**config.mk**
```make
export PLATFORM = sky130hd
export DESIGN_NAME = sm_prob_reader
export DESIGN_NICKNAME = d
export VERILOG_FILES = /design/src/rtl/sm_pkg.sv /design/src/rtl/sm_prob_fifo.sv /design/src/rtl/sm_prob_reader.sv
export SDC_FILE = /design/constraint.sdc
export NUM_CORES = 1
export LEC_CHECK = 0
export BUFFER_PORTS_ARGS = -buffer_cell sky130_fd_sc_hd__buf_2
export CORE_ASPECT_RATIO = 0.6
export CORE_UTILIZATION = 45
export CTS_CLUSTER_DIAMETER = 120
export DETAILED_ROUTE_END_ITERATION = 10
export PLACE_DENSITY = 0.77
export SETUP_SLACK_MARGIN = 0.3
export SLEW_MARGIN = 20
export SYNTH_ARGS = -nofsm -noshare
export SYNTH_HDL_FRONTEND = slang
export SYNTH_SLANG_ARGS = --single-unit
```
**constraint.sdc**
```tcl
create_clock -name clk -period 2.1 [get_ports clk]
set_input_delay 0.21 -clock clk [delete_from_list [all_inputs] [get_ports clk]]
set_output_delay 0.21 -clock clk [all_outputs]
set_load 0.005 [all_outputs]
```
**src/rtl/sm_pkg.sv**
```systemverilog
// Shared types and default sizing for the softermax probability reader.
package sm_pkg;

  typedef enum logic [1:0] {
    IDLE  = 2'd0,
    READ  = 2'd1,
    DRAIN = 2'd2
  } sm_state_e;

  localparam int SM_ROW_WIDTH  = 8;
  localparam int SM_LARGE_SIZE = 32;
  localparam int SM_OUT_SIZE   = 8;

endpackage

```
**src/rtl/sm_prob_fifo.sv**
```systemverilog
// Two-entry output FIFO built as head/tail registers so the head drives the
// block outputs directly from flops.
module sm_prob_fifo
  import sm_pkg::*;
#(
  parameter int DW = SM_OUT_SIZE,
  parameter int IW = 3
) (
  input  logic          clk,
  input  logic          rst,
  input  logic          i_push,
  input  logic [DW-1:0] i_data,
  input  logic [IW-1:0] i_idx,
  input  logic          i_last,
  input  logic          i_ready,
  output logic          o_valid,
  output logic [DW-1:0] o_data,
  output logic [IW-1:0] o_idx,
  output logic          o_last,
  output logic [1:0]    o_count
);

  logic          r_head_v, r_tail_v;
  logic [DW-1:0] r_head_d, r_tail_d;
  logic [IW-1:0] r_head_i, r_tail_i;
  logic          r_head_l, r_tail_l;
  logic          w_pop;

  assign w_pop = r_head_v & i_ready;

  // Head/tail update; the reader's credit rule guarantees no push into a full FIFO.
  always_ff @(posedge clk) begin
    if (rst) begin
      r_head_v <= 1'b0;
      r_head_d <= '0;
      r_head_i <= '0;
      r_head_l <= 1'b0;
      r_tail_v <= 1'b0;
      r_tail_d <= '0;
      r_tail_i <= '0;
      r_tail_l <= 1'b0;
    end else if (i_push) begin
      if (!r_head_v || (w_pop && !r_tail_v)) begin
        r_head_v <= 1'b1;
        r_head_d <= i_data;
        r_head_i <= i_idx;
        r_head_l <= i_last;
      end else if (w_pop) begin
        r_head_d <= r_tail_d;
        r_head_i <= r_tail_i;
        r_head_l <= r_tail_l;
        r_tail_d <= i_data;
        r_tail_i <= i_idx;
        r_tail_l <= i_last;
      end else begin
        r_tail_v <= 1'b1;
        r_tail_d <= i_data;
        r_tail_i <= i_idx;
        r_tail_l <= i_last;
      end
    end else if (w_pop) begin
      r_head_v <= r_tail_v;
      r_head_d <= r_tail_d;
      r_head_i <= r_tail_i;
      r_head_l <= r_tail_l;
      r_tail_v <= 1'b0;
    end
  end

  assign o_valid = r_head_v;
  assign o_data  = r_head_d;
  assign o_idx   = r_head_i;
  assign o_last  = r_head_l;
  assign o_count = {1'b0, r_head_v} + {1'b0, r_tail_v};

endmodule

```
**src/rtl/sm_prob_reader.sv**
```systemverilog
// Reads one softermax probability row, quantizes it and streams it out with
// valid/ready. Define SM_PROB_ROUND_EN for round-half-up instead of truncation.
module sm_prob_reader
  import sm_pkg::*;
#(
  parameter int ROW_WIDTH  = SM_ROW_WIDTH,
  parameter int LARGE_SIZE = SM_LARGE_SIZE,
  parameter int OUT_SIZE   = SM_OUT_SIZE
) (
  input  logic                         clk,
  input  logic                         rst,
  input  logic                         norm_valid,
  output logic [$clog2(ROW_WIDTH)-1:0] read_addr,
  input  logic [LARGE_SIZE:0]          prob_buffer_out,
  output logic                         out_valid,
  input  logic                         out_ready,
  output logic [OUT_SIZE-1:0]          out_data,
  output logic [$clog2(ROW_WIDTH)-1:0] out_idx,
  output logic                         out_last,
  output logic                         busy,
  output logic                         err_overrun
);

  localparam int AW    = $clog2(ROW_WIDTH);
  localparam int SHIFT = LARGE_SIZE - OUT_SIZE;
  localparam logic [AW-1:0]         LAST_ADDR = AW'(ROW_WIDTH - 1);
  localparam logic [LARGE_SIZE+1:0] SAT_LIM   = (LARGE_SIZE+2)'(1'b1) << OUT_SIZE;
`ifdef SM_PROB_ROUND_EN
  localparam logic [LARGE_SIZE+1:0] RND = (LARGE_SIZE+2)'(1'b1) << (SHIFT - 1);
`else
  localparam logic [LARGE_SIZE+1:0] RND = '0;
`endif

  function automatic logic [OUT_SIZE-1:0] quantize(input logic [LARGE_SIZE:0] p);
    logic [LARGE_SIZE+1:0] w_sum;
    w_sum = ({1'b0, p} + RND) >> SHIFT;
    if (w_sum >= SAT_LIM) begin
      quantize = '1;
    end else begin
      quantize = w_sum[OUT_SIZE-1:0];
    end
  endfunction

  sm_state_e     r_state, w_state_nxt;
  logic [AW-1:0] r_read_addr, r_rd_idx;
  logic          r_rd_pend, r_busy, r_err;
  logic          w_issue, w_pop;
  logic          w_fifo_valid, w_fifo_last;
  logic [1:0]    w_fifo_count;

  assign w_pop   = w_fifo_valid & out_ready;
  // The slot freed by this cycle's pop counts as a credit, keeping the stream bubble-free.
  assign w_issue = (r_state == READ) &&
                   (({1'b0, w_fifo_count} + {2'b00, r_rd_pend}) < (3'd2 + {2'b00, w_pop}));

  // Next-state decode.
  always_comb begin
    w_state_nxt = r_state;
    case (r_state)
      IDLE: begin
        if (norm_valid) w_state_nxt = READ;
        else            w_state_nxt = IDLE;
      end
      READ: begin
        if (w_issue && (r_read_addr == LAST_ADDR)) w_state_nxt = DRAIN;
        else                                       w_state_nxt = READ;
      end
      DRAIN: begin
        if (w_pop && w_fifo_last) w_state_nxt = IDLE;
        else                      w_state_nxt = DRAIN;
      end
      default: w_state_nxt = IDLE;
    endcase
  end

  // State, read address, in-flight read tracking and the sticky overrun flag.
  always_ff @(posedge clk) begin
    if (rst) begin
      r_state     <= IDLE;
      r_busy      <= 1'b0;
      r_read_addr <= '0;
      r_rd_pend   <= 1'b0;
      r_rd_idx    <= '0;
      r_err       <= 1'b0;
    end else begin
      r_state   <= w_state_nxt;
      r_busy    <= (w_state_nxt != IDLE);
      r_rd_pend <= w_issue;
      if ((r_state == IDLE) && norm_valid) begin
        r_read_addr <= '0;
      end else if (w_issue) begin
        r_read_addr <= r_read_addr + 1'b1;
      end
      if (w_issue) begin
        r_rd_idx <= r_read_addr;
      end
      if (norm_valid && (r_state != IDLE)) begin
        r_err <= 1'b1;
      end
    end
  end

  sm_prob_fifo #(
    .DW (OUT_SIZE),
    .IW (AW)
  ) u_fifo (
    .clk     (clk),
    .rst     (rst),
    .i_push  (r_rd_pend),
    .i_data  (quantize(prob_buffer_out)),
    .i_idx   (r_rd_idx),
    .i_last  (r_rd_idx == LAST_ADDR),
    .i_ready (out_ready),
    .o_valid (w_fifo_valid),
    .o_data  (out_data),
    .o_idx   (out_idx),
    .o_last  (w_fifo_last),
    .o_count (w_fifo_count)
  );

  assign out_valid   = w_fifo_valid;
  assign out_last    = w_fifo_last;
  assign read_addr   = r_read_addr;
  assign busy        = r_busy;
  assign err_overrun = r_err;

endmodule

```
== Word level (Yosys, flattened, before mapping) ==
Index checks and enable logic that the tools add are counted.
Widths: inputs -> output; s select.

* Logic and storage cells: 67
* Flip-flop bits (word level): 37
* Output and inout bits: 18
* Input port bits: 37

* Multiplexer cells: 21
* Add/sub/neg operators: 4
* Magnitude comparators: 2
* Reductions and logical operators: 17
* Bitwise gates (word level): 2
* Equality and inequality tests: 7

{| class="wikitable"
|+ Operators with widths
! cell !! count
|-
| $mux 8 || 4
|-
| $mux 1 || 11
|-
| $ge 9x9->1 const B || 1
|-
| $mux 3 || 3
|-
| $eq 3x3->1 const B || 2
|-
| $logic_and 1x1->1 || 6
|-
| $pmux 2 s3 || 1
|-
| $reduce_bool 2->1 || 3
|-
| $mux 2 || 2
|-
| $ne 2x2->1 const B || 2
|-
| $reduce_and 2->1 || 2
|-
| $add 2x1->3 || 1
|-
| $add 2x1->3 const A || 1
|-
| $add 3x1->3 const B || 1
|-
| $lt 3x3->1 || 1
|-
| $reduce_and 3->1 || 1
|-
| $add 1x1->2 || 1
|-
| $eq 2x1->1 const B || 1
|-
| $eq 2x2->1 const B || 1
|-
| $logic_not 1->1 || 2
|-
| $logic_not 2->1 || 1
|-
| $ne 2x1->1 const B || 1
|-
| $reduce_or 2->1 || 1
|-
| $and 1x1->1 || 1
|-
| 2 further kinds || 2
|}

== Logic depth before layout (Yosys ltp) ==
* Word-level depth: 8
* Gate-level depth with buffers: 6
* Mapped depth without buffers: 5

== Modules after synthesis ==
A second synthesis with hierarchy kept.

* Cell total of the unflattened synthesis: 212
* Area, all modules: 1929.4 sq um

{| class="wikitable"
|+ By module, submodules not included
! module !! instances !! sequential area each (sq um) !! cells an instance !! area an instance (sq um)
|-
| sm_prob_fifo || 1 || 520.5 || 147 || 1293.7
|-
| sm_prob_reader || 1 || 220.2 || 65 || 635.6
|}

== Worst setup path after synthesis ==
OpenSTA, ideal clock, no wires.

* Path type: reg-to-reg
* Start point: register r_rd_pend
* End point: register r_rd_idx[0]
* Data required time: 2.028 ns
* Period minus slack after synthesis: 1.785 ns
* Data arrival time: 1.713 ns
* Path slack: 0.315 ns
* Library setup time: 0.072 ns
* Stages on the path, launching flop included: 5
* Path buffers: 0
* Cell sequence: dfxtp_1 > fa_1 > nand3b_1 > a21oi_2 > mux2i_1

* Longest elaborated chain between the ends: 3

{| class="wikitable"
|+ Ends and longest elaborated chain
! element !! line !! source
|-
| from (decl) || sm_prob_reader.sv:46 || <nowiki>logic r_rd_pend, r_busy, r_err;</nowiki>
|-
| from (signal assigned) || sm_prob_reader.sv:88 || <nowiki>r_rd_pend <= w_issue;</nowiki>
|-
| $add 2x1->3 || sm_prob_reader.sv:54 || <nowiki>(({1'b0, w_fifo_count} + {2'b00, r_rd_pend}) < (3'd2 + {2'b00, w_pop}));</nowiki>
|-
| $lt 3x3->1 || sm_prob_reader.sv:54 ||
|-
| $logic_and 1x1->1 || sm_prob_reader.sv:53 || <nowiki>assign w_issue = (r_state == READ) &&</nowiki>
|-
| to (signal assigned) || sm_prob_reader.sv:95 || <nowiki>r_rd_idx <= r_read_addr;</nowiki>
|-
| to (decl) || sm_prob_reader.sv:45 || <nowiki>logic [AW-1:0] r_read_addr, r_rd_idx;</nowiki>
|}

Every way passes these cells.
A chain may end at the register's enable or synchronous reset.

== Worst setup path after layout ==
* Start point: register u_fifo.r_tail_v
* End point: register r_rd_idx[0]

* Longest elaborated chain between the ends: 4

{| class="wikitable"
|+ Ends and longest elaborated chain
! element !! line !! source
|-
| from (decl) || sm_prob_fifo.sv:23 || <nowiki>logic r_head_v, r_tail_v;</nowiki>
|-
| from (signal assigned) || sm_prob_fifo.sv:38 || <nowiki>r_tail_v <= 1'b0;</nowiki>
|-
| from (signal assigned) || sm_prob_fifo.sv:56 || <nowiki>r_tail_v <= 1'b1;</nowiki>
|-
| from (signal assigned) || sm_prob_fifo.sv:66 || <nowiki>r_tail_v <= 1'b0;</nowiki>
|-
| $add 1x1->2 || sm_prob_fifo.sv:74 || <nowiki>assign o_count = {1'b0, r_head_v} + {1'b0, r_tail_v};</nowiki>
|-
| $add 2x1->3 || sm_prob_reader.sv:54 ||
|-
| $lt 3x3->1 || sm_prob_reader.sv:54 ||
|-
| $logic_and 1x1->1 || sm_prob_reader.sv:53 ||
|}

Every way passes these cells.

==> results.txt <==
----------------------------------------------------
[Timing]
  Number of setup violations in the final report ... 0
  Unrepaired setup endpoints after global routing ... no
  Highest achievable clock rate ... 0.591 GHz
  Slew Viols, Final ... 0
  Hold Vio Cnt, Final ... 0
  Crit share post-route ... 0.806
  Final critical path time including I/O delays and setup ... 1.69 ns
  Post-route setup TNS ... 0 ns
  Slew headroom ... 0.523
  Transition at the pin with the smallest max-transition slack ... 0.715 ns
  Post-Route Skew ... 0.00829 ns

[Clocking]
  Worst-path clk slew ... 0.08 ns
  Number of sinks on the clock net ... 37
  CTS root buffer ... sky130_fd_sc_hd__clkbuf_8
  Clock tree buffer depth ... 2
  CTS tree ... done
  Number of buffers created by CTS ... 5
  Hold buffer count at cts ... 0
  Htree depth ... 2
  Clock insertion delay at the later pin of the skew report ... 0.29 ns

[Finish]
  Fin util ... 0.561
  Area of the multi-input gates ... 1010 sq um
  Sequential Area ... 741 sq um
  N_diodes ... 0
  Area growth from synthesis to layout ... 13.9%
  NumNets Final ... 263
  Proportion of layout cells with a drive suffix above 1 ... 0.263
  Filler instances ... 337

[GRT]
  Number of antenna violations at the first check in global routing ... 0
  GRT overflow ... 0
  Global-route wire length before repair ... 6960 um
  Vias in the first global route ... 1378
  Total routing usage reported by global routing ... 0.206
  Maximum number of pins on one net before global-route repair ... 45

[Power and ir drop]
  Net switching power ... 0.000382 W
  Leakage ... 0.761 nW
  Pwr Density ... 689 nW/um^2
  Design internal power ... 0.00110 W
  Clock power frac ... 0.369
  Switching power as a share of total power ... 0.258
  Sequential power share ... 0.502
  Combinational cell fraction of total power ... 0.129
  Worst IR drop on VDD ... 0.341 mV

[Synthesis]
  Sequential share of the synthesized area ... 0.393
  Cells after synthesis ... 198
  Netlist cell types ... 42
  Post-synthesis net count ... 238
  Cell taking the most area after synthesis ... sky130_fd_sc_hd__dfxtp_1
  Cell area after synthesis ... 1890 sq um
  #FFs+latches synth ... 37
  Average cell area after synthesis ... 9.53 sq um
  Main area contributors after synthesis ... sky130_fd_sc_hd__dfxtp_1 (39%), sky130_fd_sc_hd__a211oi_1 (5.2%), sky130_fd_sc_hd__nand3_1 (4.0%), sky130_fd_sc_hd__a311oi_1 (3.7%), sky130_fd_sc_hd__buf_6 (3.6%)
  Share of Yosys cell area claimed by the top area cell type ... 0.393
  Count of synthesis-stage warnings from yosys ... 0

[Floorplan]
  Ports placed on the boundary ... 55
  Initial standard-cell utilization of the core ... 0.493
  # rows ... 17
  Die ar. ... 4460 sq um
  Die Wd ... 85.6 um
  Core area ... 3830 sq um
  Die Y-Extent ... 52.2 um

[Min path]
  Worst Hold Class ... in -> reg

[Setup path]
  Max incr delay on CP ... 0.44 ns
  Worst reg-to-reg setup slack ... 0.41 ns
  Worst Setup Start Kind ... flop
  Critical path type ... reg -> reg
  Ordered list of cells on the worst path ... fa_1, nand3b_1, a21oi_4, mux2i_1
  Maximum fanout count along the critical path ... 7
  Signal arrival time at the worst endpoint ... 1.91 ns
  Category of the worst setup path capture point ... flop
  Max stage delay cell, worst path ... sky130_fd_sc_hd__fa_1
  Required arrival time at the worst endpoint ... 2.31 ns

[Routing]
  Ratio of routed vias to standard cells ... 6.05
  Detailed-route DRC error count ... 0
  Initial DRT Pass Iterations ... 4
  DR WL/cell ... 15.7 um
  Remaining antenna violation count after routing ... 0
  Routed via count ... 1640
  Number of design-rule violations left by the first detailed-router iteration ... 105
  Wirelength, routed ... 4270 um

[Placed design]
  PortBufs ... 30
  RD Place Congestion ... 0.735
  Post-detailed-placement half-perimeter wirelength ... 2740 um

[Status]
  Outcome ... finished clean

[Flow run]
  Max-cap viol count ... 0

----------------------------------------------------
[routing by layer]
layer  track usage  part of all wire  wire length [um]
met5             0                 0                 0
met4        0.0583            0.0096                41
met3        0.0556             0.064               271
met2         0.273              0.40              1710
met1         0.318              0.53              2250
[stage by stage]
| stage | instance area [sq um] | total power, W | hold slack [ns] | cells | setup slack, ns |
|---|---|---|---|---|---|
| after floorplan | 1890 | 0.000890 | 0.371 | 198 | 0.315 |
| after global routing | 2150 | 0.00155 | 0.216 | 271 | 0.307 |
| after CTS | 2130 | 0.00149 | 0.206 | 269 | 0.359 |
| after detailed placement | 1990 | 0.000938 | 0.446 | 259 | 0.282 |
| final | 2150 | 0.00148 | 0.214 | 271 | 0.407 |
| after global placement | 1990 | 0.000934 | 0.439 | 259 | 0.333 |
[power by group through the flow]
| stage | clock [W] | combinational (W) | sequential (W) |
|---|---|---|---|
| after global placement | 0 | 0.000176 | 0.000758 |
| after global routing | 0.000591 | 0.000209 | 0.000746 |
| final | 0.000546 | 0.000191 | 0.000743 |
| after detailed placement | 0 | 0.000179 | 0.000759 |
| after CTS | 0.000559 | 0.000188 | 0.000743 |
| after floorplan | 0 | 0.000129 | 0.000762 |
[layout make-up]
cell class | instances | area share
Multi-Input combinational cell | 138 | 0.469
Sequential cell | 37 | 0.345
Timing Repair Buffer | 38 | 0.105
Clock buffer | 7 | 0.0448
Tap cell | 47 | 0.0274
Inverter | 3 | 0.00641
Clock inverter | 1 | 0.00233
[worst paths after layout]
kind	start	end	cells past startpoint
setup / recovery	u_fifo.r_tail_v$_SDFFE_PP0P_	r_rd_idx[0]$_SDFFE_PP0P_	4
hold / removal	prob_buffer_out[31]	u_fifo.r_tail_d[7]$_SDFFE_PP0P_	3
setup reg to reg	u_fifo.r_tail_v$_SDFFE_PP0P_	r_rd_idx[0]$_SDFFE_PP0P_	4
hold reg to reg	err_overrun$_SDFFE_PP0P_	err_overrun$_SDFFE_PP0P_	2
[critical path: cells and delay by family (launching register included)]
| kind | cells | cell delay [ns] |
|---|---|---|
| mux | 1 | 0.22 |
| flops | 1 | 0.39 |
| fa+ha+maj | 1 | 0.44 |
| simple gates | 1 | 0.25 |
| compound gates | 1 | 0.32 |
[sequential cells by signal (all words and copies together), names as in the netlist]
signal	cells
u_fifo.o_data	8
u_fifo.r_tail_d	8
r_rd_idx	3
read_addr	3
u_fifo.o_idx	3
u_fifo.r_tail_i	3
r_state	2
busy	1
err_overrun	1
r_rd_pend	1
u_fifo.o_last	1
u_fifo.o_valid	1
u_fifo.r_tail_l	1
u_fifo.r_tail_v	1
[cells in the mapped netlist (all sizes together)]
library cell	n
a2111oi	7
a211oi	13
a21oi	11
a311oi	12
a31oi	10
and2b	1
and3	1
and3b	1
buf	14
clkbuf	6
dfxtp	37
fa	1
ha	2
inv	3
mux2i	4
nand2	14
nand2b	9
nand3	15
nand3b	3
nand4	4
nand4b	2
nor2	8
nor2b	3
nor3	2
nor4	1
nor4bb	2
o21ai	3
o21bai	1
o2bb2ai	1
o31ai	4
or2	1
or3b	2
[cell families (layout without fill, tap and decap cells)]
kind of cell / after synthesis / count (layout) / share of synthesized area
mux: 4 / 4 / 0.0212
simple gates: 69 / 69 / 0.209
compound gates: 62 / 62 / 0.276
buf+inv: 23 / 49 / 0.0776
fa+ha+maj: 3 / 3 / 0.0239
flops: 37 / 37 / 0.393
[timing repair]
action | 4_1_cts | 5_1_grt
setup buffers | 2 | 2
gates cloned | 0 | 0
gates resized for setup | 1 | 1
setup endpoints to repair | 9 | 18
pin swaps | 1 | 1
[cell usage in the layout (no fill, tap or decap), types with 2 or more instances in the layout]
cell,Yosys,routed
sky130_fd_sc_hd__a2111oi_0,5,5
sky130_fd_sc_hd__mux2i_1,4,4
sky130_fd_sc_hd__a21oi_1,10,10
sky130_fd_sc_hd__nand3_1,15,15
sky130_fd_sc_hd__a211oi_1,13,13
sky130_fd_sc_hd__dfxtp_1,37,37
sky130_fd_sc_hd__nand2b_1,8,8
sky130_fd_sc_hd__nand4b_1,2,2
sky130_fd_sc_hd__inv_1,2,2
sky130_fd_sc_hd__a31oi_1,10,10
sky130_fd_sc_hd__nand2_1,14,14
sky130_fd_sc_hd__ha_1,2,2
sky130_fd_sc_hd__nor2b_1,3,3
sky130_fd_sc_hd__nand4_1,4,4
sky130_fd_sc_hd__a311oi_1,8,8
sky130_fd_sc_hd__buf_2,7,30
sky130_fd_sc_hd__a311oi_2,4,4
sky130_fd_sc_hd__buf_4,1,6
sky130_fd_sc_hd__o31ai_1,4,4
sky130_fd_sc_hd__nor4bb_1,2,2
sky130_fd_sc_hd__nand3b_1,3,3
sky130_fd_sc_hd__clkbuf_8,0,7
sky130_fd_sc_hd__o21ai_0,2,2
sky130_fd_sc_hd__nor2_1,8,8
sky130_fd_sc_hd__a2111oi_4,2,2
Power figures use the tool's default switching activity.
